## src/rtl/hazard_if.sv

```systemverilog
// Handshake bundle between the RV32I pipeline datapath and its hazard controller.
// The datapath (master) supplies stage register indices and status, the controller (slave) answers.
interface hazard_if #(
  parameter int ADDR_WIDTH = 5,
  parameter int CNT_WIDTH  = 32
);
  logic [ADDR_WIDTH-1:0] Rs1D;
  logic [ADDR_WIDTH-1:0] Rs2D;
  logic [ADDR_WIDTH-1:0] Rs1E;
  logic [ADDR_WIDTH-1:0] Rs2E;
  logic [ADDR_WIDTH-1:0] RdE;
  logic [ADDR_WIDTH-1:0] RdM;
  logic [ADDR_WIDTH-1:0] RdW;
  logic                  RegWriteM;
  logic                  RegWriteW;
  logic                  LoadE;
  logic                  PCSrcE;
  logic                  MemReqM;
  logic                  MemReadyM;

  logic                  StallF;
  logic                  StallD;
  logic                  StallE;
  logic                  StallM;
  logic                  StallW;
  logic                  FlushD;
  logic                  FlushE;
  logic [1:0]            ForwardAE;
  logic [1:0]            ForwardBE;
  logic                  MemErr;
  logic [CNT_WIDTH-1:0]  StallCount;
  logic [CNT_WIDTH-1:0]  FlushCount;

  modport master (
    output Rs1D, Rs2D, Rs1E, Rs2E, RdE, RdM, RdW,
    output RegWriteM, RegWriteW, LoadE, PCSrcE, MemReqM, MemReadyM,
    input  StallF, StallD, StallE, StallM, StallW, FlushD, FlushE,
    input  ForwardAE, ForwardBE, MemErr, StallCount, FlushCount
  );

  modport slave (
    input  Rs1D, Rs2D, Rs1E, Rs2E, RdE, RdM, RdW,
    input  RegWriteM, RegWriteW, LoadE, PCSrcE, MemReqM, MemReadyM,
    output StallF, StallD, StallE, StallM, StallW, FlushD, FlushE,
    output ForwardAE, ForwardBE, MemErr, StallCount, FlushCount
  );
endinterface

```

## src/rtl/hazard_ctrl.sv

```systemverilog
// Stall/flush/forwarding controller for the 5-stage RV32I pipeline, with an M-stage
// memory-wait FSM (timeout -> sticky MemErr) and saturating stall/flush counters.
//
// state   | meaning
// --------+-----------------------------------------------------------
// ST_RUN  | no outstanding data access; pipeline advances normally
// ST_WAIT | M-stage access pending; pipeline frozen until ready/timeout
module hazard_ctrl #(
  parameter int ADDR_WIDTH  = 5,
  parameter int CNT_WIDTH   = 32,
  parameter int MEM_TIMEOUT = 255
) (
  input  logic     clk,
  input  logic     rst,
  hazard_if.slave  hz
);

  localparam int WCNT_W = (MEM_TIMEOUT < 2) ? 1 : $clog2(MEM_TIMEOUT + 1);
  localparam logic [WCNT_W-1:0] TIMEOUT_V = WCNT_W'(MEM_TIMEOUT);

  typedef enum logic {ST_RUN, ST_WAIT} state_t;

  state_t              state;
  state_t              state_nxt;
  logic [WCNT_W-1:0]   wcnt;
  logic                mem_err;
  logic                mem_stall;
  logic                lw_stall;
  logic                mem_miss;
  logic                wait_expired;
  logic                stall_f, stall_d, stall_e, stall_m, stall_w;
  logic                flush_d, flush_e;
  logic                any_stall;
  logic [CNT_WIDTH-1:0] stall_cnt;
  logic [CNT_WIDTH-1:0] flush_cnt;

  function automatic logic [1:0] fwd_sel(
    input logic [ADDR_WIDTH-1:0] rs,
    input logic                  wr_m,
    input logic [ADDR_WIDTH-1:0] rd_m,
    input logic                  wr_w,
    input logic [ADDR_WIDTH-1:0] rd_w
  );
    if (wr_m && (rd_m != '0) && (rd_m == rs))
      return 2'b10;
    else if (wr_w && (rd_w != '0) && (rd_w == rs))
      return 2'b01;
    else
      return 2'b00;
  endfunction

  // Forwarding is a pure function of the E/M/W register indices; reset does not gate it.
  assign hz.ForwardAE = fwd_sel(hz.Rs1E, hz.RegWriteM, hz.RdM, hz.RegWriteW, hz.RdW);
  assign hz.ForwardBE = fwd_sel(hz.Rs2E, hz.RegWriteM, hz.RdM, hz.RegWriteW, hz.RdW);

  assign mem_miss     = hz.MemReqM && !hz.MemReadyM;
  assign wait_expired = (state == ST_WAIT) && !hz.MemReadyM && (wcnt == TIMEOUT_V);

  assign mem_stall = ((state == ST_RUN) && mem_miss) ||
                     ((state == ST_WAIT) && !hz.MemReadyM && (wcnt < TIMEOUT_V));

  // A taken branch squashes the instruction in D, so its operands cannot cause a load-use hazard.
  assign lw_stall = hz.LoadE && (hz.RdE != '0) &&
                    ((hz.RdE == hz.Rs1D) || (hz.RdE == hz.Rs2D)) && !hz.PCSrcE;

  always_ff @(posedge clk or posedge rst) begin
    if (rst)
      state <= ST_RUN;
    else
      state <= state_nxt;
  end

  always_comb begin
    state_nxt = state;
    case (state)
      ST_RUN:  if (mem_miss) state_nxt = ST_WAIT;
      ST_WAIT: if (hz.MemReadyM || (wcnt == TIMEOUT_V)) state_nxt = ST_RUN;
      default: state_nxt = ST_RUN;
    endcase
  end

  always_comb begin
    stall_f = 1'b0;
    stall_d = 1'b0;
    stall_e = 1'b0;
    stall_m = 1'b0;
    stall_w = 1'b0;
    flush_d = 1'b0;
    flush_e = 1'b0;
    if (rst) begin
      stall_f = 1'b0;
    end else if (mem_stall) begin
      stall_f = 1'b1;
      stall_d = 1'b1;
      stall_e = 1'b1;
      stall_m = 1'b1;
      stall_w = 1'b1;
    end else if (lw_stall) begin
      stall_f = 1'b1;
      stall_d = 1'b1;
      flush_e = 1'b1;
    end else if (hz.PCSrcE) begin
      flush_d = 1'b1;
      flush_e = 1'b1;
    end
  end

  // Ready takes precedence on the final wait cycle: a completed access is not an error.
  always_ff @(posedge clk or posedge rst) begin
    if (rst) begin
      wcnt    <= '0;
      mem_err <= 1'b0;
    end else begin
      if ((state == ST_RUN) && mem_miss)
        wcnt <= WCNT_W'(1);
      else if ((state == ST_WAIT) && !hz.MemReadyM && (wcnt != TIMEOUT_V))
        wcnt <= wcnt + WCNT_W'(1);
      if (wait_expired)
        mem_err <= 1'b1;
    end
  end

  assign any_stall = stall_f | stall_d | stall_e | stall_m | stall_w;

  always_ff @(posedge clk or posedge rst) begin
    if (rst) begin
      stall_cnt <= '0;
      flush_cnt <= '0;
    end else begin
      if (any_stall && (stall_cnt != '1))
        stall_cnt <= stall_cnt + CNT_WIDTH'(1);
      if (flush_d && (flush_cnt != '1))
        flush_cnt <= flush_cnt + CNT_WIDTH'(1);
    end
  end

  assign hz.StallF     = stall_f;
  assign hz.StallD     = stall_d;
  assign hz.StallE     = stall_e;
  assign hz.StallM     = stall_m;
  assign hz.StallW     = stall_w;
  assign hz.FlushD     = flush_d;
  assign hz.FlushE     = flush_e;
  assign hz.MemErr     = mem_err;
  assign hz.StallCount = stall_cnt;
  assign hz.FlushCount = flush_cnt;

endmodule

```

## src/flat_wrapper.sv

```systemverilog
// flat-port wrapper written by rule: the top's interface ports become plain ports
module hazard_ctrl_flat 
#(
  parameter int ADDR_WIDTH  = 5,
  parameter int CNT_WIDTH   = 32,
  parameter int MEM_TIMEOUT = 255
)
  (clk, rst, hz_Rs1D, hz_Rs2D, hz_Rs1E, hz_Rs2E, hz_RdE, hz_RdM, hz_RdW, hz_RegWriteM, hz_RegWriteW, hz_LoadE, hz_PCSrcE, hz_MemReqM, hz_MemReadyM, hz_StallF, hz_StallD, hz_StallE, hz_StallM, hz_StallW, hz_FlushD, hz_FlushE, hz_ForwardAE, hz_ForwardBE, hz_MemErr, hz_StallCount, hz_FlushCount);
  hazard_if #(.ADDR_WIDTH(ADDR_WIDTH), .CNT_WIDTH(CNT_WIDTH)) hz_i ();
  input  logic clk;
  input  logic rst;
  input wire logic [$bits(hz_i.Rs1D)-1:0] hz_Rs1D;
  input wire logic [$bits(hz_i.Rs2D)-1:0] hz_Rs2D;
  input wire logic [$bits(hz_i.Rs1E)-1:0] hz_Rs1E;
  input wire logic [$bits(hz_i.Rs2E)-1:0] hz_Rs2E;
  input wire logic [$bits(hz_i.RdE)-1:0] hz_RdE;
  input wire logic [$bits(hz_i.RdM)-1:0] hz_RdM;
  input wire logic [$bits(hz_i.RdW)-1:0] hz_RdW;
  input wire logic [$bits(hz_i.RegWriteM)-1:0] hz_RegWriteM;
  input wire logic [$bits(hz_i.RegWriteW)-1:0] hz_RegWriteW;
  input wire logic [$bits(hz_i.LoadE)-1:0] hz_LoadE;
  input wire logic [$bits(hz_i.PCSrcE)-1:0] hz_PCSrcE;
  input wire logic [$bits(hz_i.MemReqM)-1:0] hz_MemReqM;
  input wire logic [$bits(hz_i.MemReadyM)-1:0] hz_MemReadyM;
  output wire logic [$bits(hz_i.StallF)-1:0] hz_StallF;
  output wire logic [$bits(hz_i.StallD)-1:0] hz_StallD;
  output wire logic [$bits(hz_i.StallE)-1:0] hz_StallE;
  output wire logic [$bits(hz_i.StallM)-1:0] hz_StallM;
  output wire logic [$bits(hz_i.StallW)-1:0] hz_StallW;
  output wire logic [$bits(hz_i.FlushD)-1:0] hz_FlushD;
  output wire logic [$bits(hz_i.FlushE)-1:0] hz_FlushE;
  output wire logic [$bits(hz_i.ForwardAE)-1:0] hz_ForwardAE;
  output wire logic [$bits(hz_i.ForwardBE)-1:0] hz_ForwardBE;
  output wire logic [$bits(hz_i.MemErr)-1:0] hz_MemErr;
  output wire logic [$bits(hz_i.StallCount)-1:0] hz_StallCount;
  output wire logic [$bits(hz_i.FlushCount)-1:0] hz_FlushCount;
  assign hz_i.Rs1D = hz_Rs1D;
  assign hz_i.Rs2D = hz_Rs2D;
  assign hz_i.Rs1E = hz_Rs1E;
  assign hz_i.Rs2E = hz_Rs2E;
  assign hz_i.RdE = hz_RdE;
  assign hz_i.RdM = hz_RdM;
  assign hz_i.RdW = hz_RdW;
  assign hz_i.RegWriteM = hz_RegWriteM;
  assign hz_i.RegWriteW = hz_RegWriteW;
  assign hz_i.LoadE = hz_LoadE;
  assign hz_i.PCSrcE = hz_PCSrcE;
  assign hz_i.MemReqM = hz_MemReqM;
  assign hz_i.MemReadyM = hz_MemReadyM;
  assign hz_StallF = hz_i.StallF;
  assign hz_StallD = hz_i.StallD;
  assign hz_StallE = hz_i.StallE;
  assign hz_StallM = hz_i.StallM;
  assign hz_StallW = hz_i.StallW;
  assign hz_FlushD = hz_i.FlushD;
  assign hz_FlushE = hz_i.FlushE;
  assign hz_ForwardAE = hz_i.ForwardAE;
  assign hz_ForwardBE = hz_i.ForwardBE;
  assign hz_MemErr = hz_i.MemErr;
  assign hz_StallCount = hz_i.StallCount;
  assign hz_FlushCount = hz_i.FlushCount;
  hazard_ctrl #(.ADDR_WIDTH(ADDR_WIDTH), .CNT_WIDTH(CNT_WIDTH), .MEM_TIMEOUT(MEM_TIMEOUT)) u_core (.clk(clk), .rst(rst), .hz(hz_i));
endmodule
```

## config.mk

```make
export PLATFORM = sky130hd
export DESIGN_NAME = hazard_ctrl_flat
export DESIGN_NICKNAME = d
export VERILOG_FILES = /design/src/rtl/hazard_if.sv /design/src/rtl/hazard_ctrl.sv /design/src/flat_wrapper.sv
export SDC_FILE = /design/constraint.sdc
export NUM_CORES = 1
export LEC_CHECK = 0
export ABC_AREA = 0
export CORE_MARGIN = 4
export CORE_UTILIZATION = 45
export CTS_BUF_LIST = sky130_fd_sc_hd__clkbuf_8 sky130_fd_sc_hd__clkbuf_16
export DETAILED_ROUTE_END_ITERATION = 10
export HOLD_SLACK_MARGIN = 0.12
export PLACE_DENSITY = 0.8
export SLEW_MARGIN = 20
export SYNTH_ARGS = -nofsm -noshare
export SYNTH_HDL_FRONTEND = slang
export SYNTH_SLANG_ARGS = --single-unit
```

## constraint.sdc

```tcl
create_clock -name clk -period 8.58 [get_ports clk]
set_input_delay 1.287 -clock clk [delete_from_list [all_inputs] [get_ports clk]]
set_output_delay 1.287 -clock clk [all_outputs]
set_load 0.05 [all_outputs]
```

# After elaboration in Yosys (flattened, before gate mapping)
# Cells that the tools add are included.
# W data, S select, Z words.
# op_classes
addsub	3
n_lt_le_gt_ge	1
bitwise	4
n_reduce_logical	26
eq_ne	10
muxes	21
# op_table
cell	n
$add A32 B1 Y32 const B	2
$ne A32 B32 Y1 const B	2
$eq A5 B5 Y1	6
$logic_and A1 B1 Y1	17
$mux W1	16
$mux W8	2
$reduce_bool A5 Y1	3
$add A8 B1 Y8 const B	1
$eq A8 B8 Y1 const B	1
$lt A8 B8 Y1 const B	1
$ne A8 B8 Y1 const B	1
$mux W2	2
$logic_or A1 B1 Y1	3
$or A1 B1 Y1	3
$logic_not A1 Y1	2
$pmux W1 S2	1
$reduce_bool A2 Y1	1
$not A1 Y1	1
# totals
inputBits	43
out_inout_bits	76
wordCells	70
register_bits	74

# Logic depth before layout (Yosys ltp)
# Gate-level depths: netlist (run 1).
# logic_depth
word_depth	11
depth_mapped	10
ltp_nobuf	8

# Worst setup path before layout (run 1)
# OpenSTA, ideal clock, no wires.
# synth_path
path_kind	input-to-output
start	in hz_RdM[1]
end	out hz_ForwardAE[0]
stages	4
path_slack_ps	3429
path_buffers	0
t_arrival_ps	3864
required_ps	7293
path_cell_list	or4_1 > o21ai_0 > nor4_1 > nor4_1
# synth_via
elab_chain_len	4
elab_cells_between_ends	5
cone_classes	eq/ne: 1; mux: 1; reduce/logical: 3
# synth_lines
item	line_no	source
start, declared	flat_wrapper.sv:17	input wire logic [$bits(hz_i.RdM)-1:0] hz_RdM;
$reduce_bool A5 Y1	hazard_ctrl.sv:44	if (wr_m && (rd_m != '0) && (rd_m == rs))
$logic_and A1 B1 Y1	hazard_ctrl.sv:44	
$logic_and A1 B1 Y1 *	hazard_ctrl.sv:44	
$mux W2 *	hazard_ctrl.sv:44	
end, declared	flat_wrapper.sv:32	output wire logic [$bits(hz_i.ForwardAE)-1:0] hz_ForwardAE;
# Every way passes the cells marked *; elsewhere a longest branch is shown, timed or not.

# Worst setup path in the final report (run 1)
# layout_path
start	in hz_MemReadyM
end	out hz_StallF
# layout_via
elab_chain_len	6
elab_cells_between_ends	8
cone_classes	mux: 2; reduce/logical: 6
# layout_lines
item	line_no	source
start, declared	flat_wrapper.sv:24	input wire logic [$bits(hz_i.MemReadyM)-1:0] hz_MemReadyM;
$logic_not A1 Y1 *	hazard_ctrl.sv:56, hazard_ctrl.sv:60	
$logic_and A1 B1 Y1, on equally long branches	hazard_ctrl.sv:56, hazard_ctrl.sv:60	
$logic_and A1 B1 Y1, on equally long branches	hazard_ctrl.sv:59, hazard_ctrl.sv:60	
$logic_or A1 B1 Y1 *	hazard_ctrl.sv:59	assign mem_stall = ((state == ST_RUN) && mem_miss) ||
$mux W1 *	hazard_ctrl.sv:92	end else if (mem_stall) begin
$mux W1 *	hazard_ctrl.sv:90	if (rst) begin
end, declared	flat_wrapper.sv:25	output wire logic [$bits(hz_i.StallF)-1:0] hz_StallF;
# Marks and branches as above.

==> metrics.txt, run 1 <==
post-synthesis register bit count 74; outcome finished, final reports clean; TNS Setup 0 ns; Post-synth top flop dfrtp_1; fin. max-slew vios 0; Starting DRT DRC Count 139; # setup viols final 0; Routed Antenna Nets 0; Mapped Cells 376; die extent in y 103 um; Power Density 169 mW/mm2; vias in the first global route 3341; hold buffers post-CTS 0; Worst setup EP type primary output; site row count 34; Rel. slew slack 38.3%; Max Root-Sink Buffers 2; leak pwr 2.18 nW; Placer Congestion 0.856; Setup CP Type in -> out; Worst-path clk slew 0.08 ns; post-route cell area 0.00545 mm2; Initial Utilization 46.2%; Peak VDD IR 0.000178 V; input/output buffers 118; ant diodes 0; largest net degree at the start of global routing 75; # DRC 0; Req. time, crit path 7.29 ns; first-pass GRT wire length 15600 um; Via density 5.51; path type of the worst min-delay path reg -> reg; Startpoint Class input pin; min Tclk post-route 5.16 ns; Post-Synthesis Cell Area 0.00403 mm2; Setup Fix Bufs, Post-CTS 0; WP data arrival 3.87 ns; skew final 0.0114 ns; first drt pass iteration count 4; number of I/O pins 119; Maximum Capacitance Violations 0; core box area 0.00872 mm2; FILL cells 711; total global-route track usage 18.4%; CTS tree built; final hold vios 0; Cell variety after synth 45; Post-Route WL 9630 um; dpl cell area 0.00527 mm2; ratio of cells with drive above 1 in the final layout 7.36%; syn nets 422; Nets 544; Fin Hold WS 0.495 ns; Fmax 194 MHz; CP max FO 33; CTS Root Cell clkbuf_8; total power 0.000924 W; clock latency on the worst-skew pair 0.35 ns; post-CTS sizing 0; H-tree Lvls 3; unrepaired setup endpoints after global routing no; Multi-input gate area 0.00207 mm2; EDFF count, synth 0; FF+latch area 0.00185 mm2; top cells by area, synth dfrtp_1, xnor2_1, nand4_1, xor2_1, nand3_1; fin cells 611; HPWL Detailed 7260 um; CTS Buf Count 9; synth warn 0; share of Yosys cell area claimed by the top area cell type 46.0%; sequential fraction of the synthesis area 46.0%; post-DR wirelength/cell 15.8 um; grt ovf 0; FFs w/ async S/R, synth 100%; via count 3368; placed instance count 595; Avg Inst Size Synth 10.7 um2; die area 0.0105 mm2; Area Overhead vs Synth 35.3%; CTS Sinks 74; Die W 103 um; initial antenna violation count 0; period utilization 60.1%; measured slew at the worst slew-check pin 0.926 ns; Yosys top cell by area dfrtp_1
==> registers in the layout, summed over array words and instances, names as in the netlist <==
name,cells
u_core.hz.FlushCount,32
u_core.hz.StallCount,32
u_core.wcnt,8
u_core.hz.MemErr,1
u_core.state,1
==> stage by stage <==
stage | utilization (%) | setup slack, ns
finish | 62.5 | 3.42
global route | 62.5 | 3.32
detailed placement | 60.5 | 3.46
CTS | 62.5 | 3.45
floorplan | - | 3.43
global placement | 60.5 | 3.51
==> cells by family after synthesis <==
family / synth area share (%)
AOI/OAI and AO/OA: 2.86
xor gates and xnor gates: 21.1
adders and majority gates: 0.932
buffers and inverters: 2.64
DFF: 46.0
muxes: 0.559
and+or+nand+nor: 26.0
==> area by class of cell <==
| class | instances | share of cell area (%) |
|---|---|---|
| clock inverter | 6 | 0.780 |
| clock buffer | 10 | 2.52 |
| tap | 108 | 2.48 |
| timing repair buffer | 120 | 21.9 |
| multi-input combinational | 288 | 38.0 |
| sequential | 74 | 34.0 |
| inverter | 5 | 0.344 |
==> path summary, 6_finish.rpt <==
path,startpoint,end,slack (ns),cells after the start
min reg2reg,u_core.hz.MemErr,u_core.hz.MemErr,0.49,1
min,u_core.hz.MemErr,u_core.hz.MemErr,0.49,1
min in group asynchronous,rst,u_core.wcnt[2],1.68,3
max,hz_MemReadyM,hz_StallF,3.42,6
max reg2reg,u_core.wcnt[0],u_core.hz.FlushCount[1],6.18,7
max in group asynchronous,rst,u_core.hz.FlushCount[16],6.29,3
==> synth_stat cells, types with 6 or more instances <==
| library cell | count |
|---|---|
| xnor2_1 | 76 |
| and4_1 | 7 |
| nor2_1 | 13 |
| xor2_1 | 21 |
| nand3_1 | 26 |
| and2_1 | 6 |
| nand2_1 | 28 |
| and3_1 | 15 |
| dfrtp_1 | 74 |
| nand4_1 | 37 |
==> cells in the final DEF, fill, tap and decap left out, types with 2 or more instances in the layout <==
master / n
a21o_1: 2
nand4_2: 2
mux2_2: 2
a21oi_1: 5
o21ai_0: 4
nor2b_1: 3
dfrtp_1: 74
nor4_2: 2
nor3_1: 4
and3_1: 15
nand2_1: 28
clkbuf_8: 10
inv_1: 4
nor2_1: 13
xnor2_1: 76
clkdlybuf4s50_1: 118
nand3_2: 2
or3_1: 2
clkinv_4: 2
and2_1: 6
nand4_1: 37
ha_1: 3
nor4_1: 4
nand3_1: 26
clkinv_2: 2
o21a_1: 2
and4_1: 7
buf_4: 2
clkinvlp_4: 2
xor2_1: 21
nor4_4: 2
or4_1: 5
==> power breakdown <==
group          switching [W]  internal [W]
Combinational       0.000158      0.000101
Clock               0.000135      0.000113
Sequential         0.0000401      0.000378
Total               0.000332      0.000592
==> per-layer routing <==
layer	routed length, um	track usage (%)	up-vias	part of all wire, %
li1	-	-	1585	-
met1	4310	25.1	1664	45
met2	4590	29.0	106	48
met3	605	4.53	13	6.3
met4	129	5.65	0	1.3
met5	0	0	-	0
==> critical path, cell delays in order <==
cell and delay [ns]:
clkdlybuf4s50_1 0.45, or3b_1 0.49, a21oi_1 0.30, a21o_1 0.12, buf_4 0.31, clkdlybuf4s50_1 0.90
(Power assumes the default switching activity.)
==> inputs of run 2 (changes only) <==
==> constraint.sdc (replaced) <==
create_clock -name clk -period 4.9 [get_ports clk]
set_input_delay 0.735 -clock clk [delete_from_list [all_inputs] [get_ports clk]]
set_output_delay 0.735 -clock clk [all_outputs]
set_load 0.05 [all_outputs]
==> run 2 against run 1 <==
Compared with the run above: total power rose by 89%; largest power group unchanged; critical path type unchanged; flip-flop and latch count stayed put; via count down 2.0%; non-clock buffer count stayed put.
==> metrics.txt, run 2 (same netlist as run 1, synthesis figures left out) <==
period utilization 81.1%; # DRC 0 (unchanged); ratio of cells with drive above 1 in the final layout 6.97% (-0.38 points); measured slew at the worst slew-check pin 0.919 ns (-0.00722 ns); top layer used by detailed routing met4; Worst-path clk slew 0.07 ns (about the same); Via density 5.41 (-1.9%); commonest cells after routing, fill and taps aside clkdlybuf4s50_1, xnor2_1, dfrtp_1; die area 0.0105 mm2 (unchanged); Worst setup EP type primary output; Starting DRT DRC Count 151 (+8.6%); Maximum Capacitance Violations 0 (unchanged); Placer Congestion 0.847 (-1.1%); grt ovf 0 (unchanged); WP data arrival 3.24 ns (-0.63 ns); Setup Fix Bufs, Post-CTS 0 (unchanged); Area Overhead vs Synth 36.6%; Peak VDD IR 0.000388 V (+120%); fin. max-slew vios 0 (unchanged); first-pass GRT wire length 15800 um (+1.0%); initial antenna violation count 0 (unchanged); via count 3300 (-2.0%); leak pwr 2.21 nW (+1.5%); post-route cell area 0.00550 mm2 (+0.94%); first drt pass iteration count 4 (unchanged); Fmax 252 MHz; min Tclk post-route 3.98 ns; unrepaired setup endpoints after global routing no; number of I/O pins 119 (unchanged); Initial Utilization 46.2% (unchanged); outcome finished, final reports clean; CP max FO 3 (-91%); clock latency on the worst-skew pair 0.34 ns (about the same); dpl cell area 0.00527 mm2 (unchanged); CTS tree built; Final WS setup 0.924 ns (-2.50 ns); largest net degree at the start of global routing 75 (unchanged); Routed Antenna Nets 0 (unchanged); Req. time, crit path 4.16 ns (-3.13 ns); CTS Buf Count 9 (unchanged); TNS Setup 0 ns (unchanged); met2 wire length 4650 um (+1.4%); HPWL Detailed 7110 um (-2.1%); Die W 103 um (unchanged); skew final 0.0121 ns (+0.000660 ns); path type of the worst min-delay path reg -> reg; Nets 544 (unchanged); R2R setup slack 2.47 ns (-3.71 ns); hold buffers post-CTS 0 (unchanged); Post-Route WL 9710 um (+0.75%); site row count 34 (unchanged); Max Root-Sink Buffers 2 (unchanged); post-DR wirelength/cell 15.9 um (+0.91%); Setup CP Type in -> out; Met1 Wirelength 4330 um (+0.53%); commonest non-fill, non-tap cell in the layout clkdlybuf4s50_1; vias in the first global route 3300 (-1.2%); ant diodes 0 (unchanged); post-CTS sizing 0 (unchanged); Rel. slew slack 38.8% (+0.48 points); Fin Hold WS 0.484 ns (-0.0109 ns); DR WL met3 650 um (+7.4%); input/output buffers 118 (unchanged); FILL cells 715 (+0.56%); Startpoint Class input pin; die extent in y 103 um (unchanged); Power Density 317 mW/mm2 (+87%); CTS Sinks 74 (unchanged); # setup viols final 0 (unchanged); H-tree Lvls 3 (unchanged); core box area 0.00872 mm2 (unchanged); final hold vios 0 (unchanged); total global-route track usage 18.7% (+0.26 points); Place WS 0.935 ns (-2.52 ns); CTS Root Cell clkbuf_8
run 2: cell count changes in the layout (fill, tap and decap cells not counted), sizes merged:
cell,previous run,this run
clkbuf,10,9
clkinvlp,2,0
clkinv,4,2
bufinv,0,3
inv,5,6
run 2: final timing paths:
check | from | to | cells after the start
worst max-delay path | hz_RdM[1] | hz_ForwardAE[0] | 6
worst min-delay path | u_core.hz.MemErr | u_core.hz.MemErr | 1
worst max register to register | u_core.hz.StallCount[0] | u_core.hz.StallCount[1] | 6
worst min register to register | u_core.hz.MemErr | u_core.hz.MemErr | 1
max in group asynchronous | rst | u_core.hz.StallCount[16] | 3
min in group asynchronous | rst | u_core.wcnt[7] | 3
run 2: power by group:
part	internal, W	switching [W]	total (W)	leakage, nW
logic	0.000179	0.000282	0.000460	1.08
registers	0.000662	0.0000698	0.000732	1.01
clock network	0.000334	0.000218	0.000551	0.120
run 2: metal layers:
metal,vias up,track usage (%)
met4,0,4.64
met5,-,0
met2,107,30.2
met3,8,5.95
li1,1577,-
met1,1608,24.4
run 2: critical path, cell delays in order:
cell             delay (ns)
clkdlybuf4s50_1        0.47
or4_1                  0.54
o21ai_0                0.23
nor4_1                 0.11
nor4_1                 0.30
clkdlybuf4s50_1        0.86
run 2: final cells by class:
cell class,instances,area (um2),share of cell area [%]
multi-input cells,288,2070,37.6
flip-flops and latches,74,1850,33.6
repair buffers,120,1200,21.7
well taps,108,135,2.46
clock buffers,9,124,2.25
clock inverters,6,108,1.95
inverters,5,18.8,0.341
run 2: metrics by stage:
step | total power, W | utilization, % | std cells
6_report | 0.00174 | 63.1 | 610
4_1_cts | 0.00176 | 63.1 | 610
2_1_floorplan | 0.00103 | - | 376
5_1_grt | 0.00182 | 63.1 | 610
3_3_place_gp | 0.00119 | 60.5 | 595
3_5_place_dp | 0.00120 | 60.5 | 595
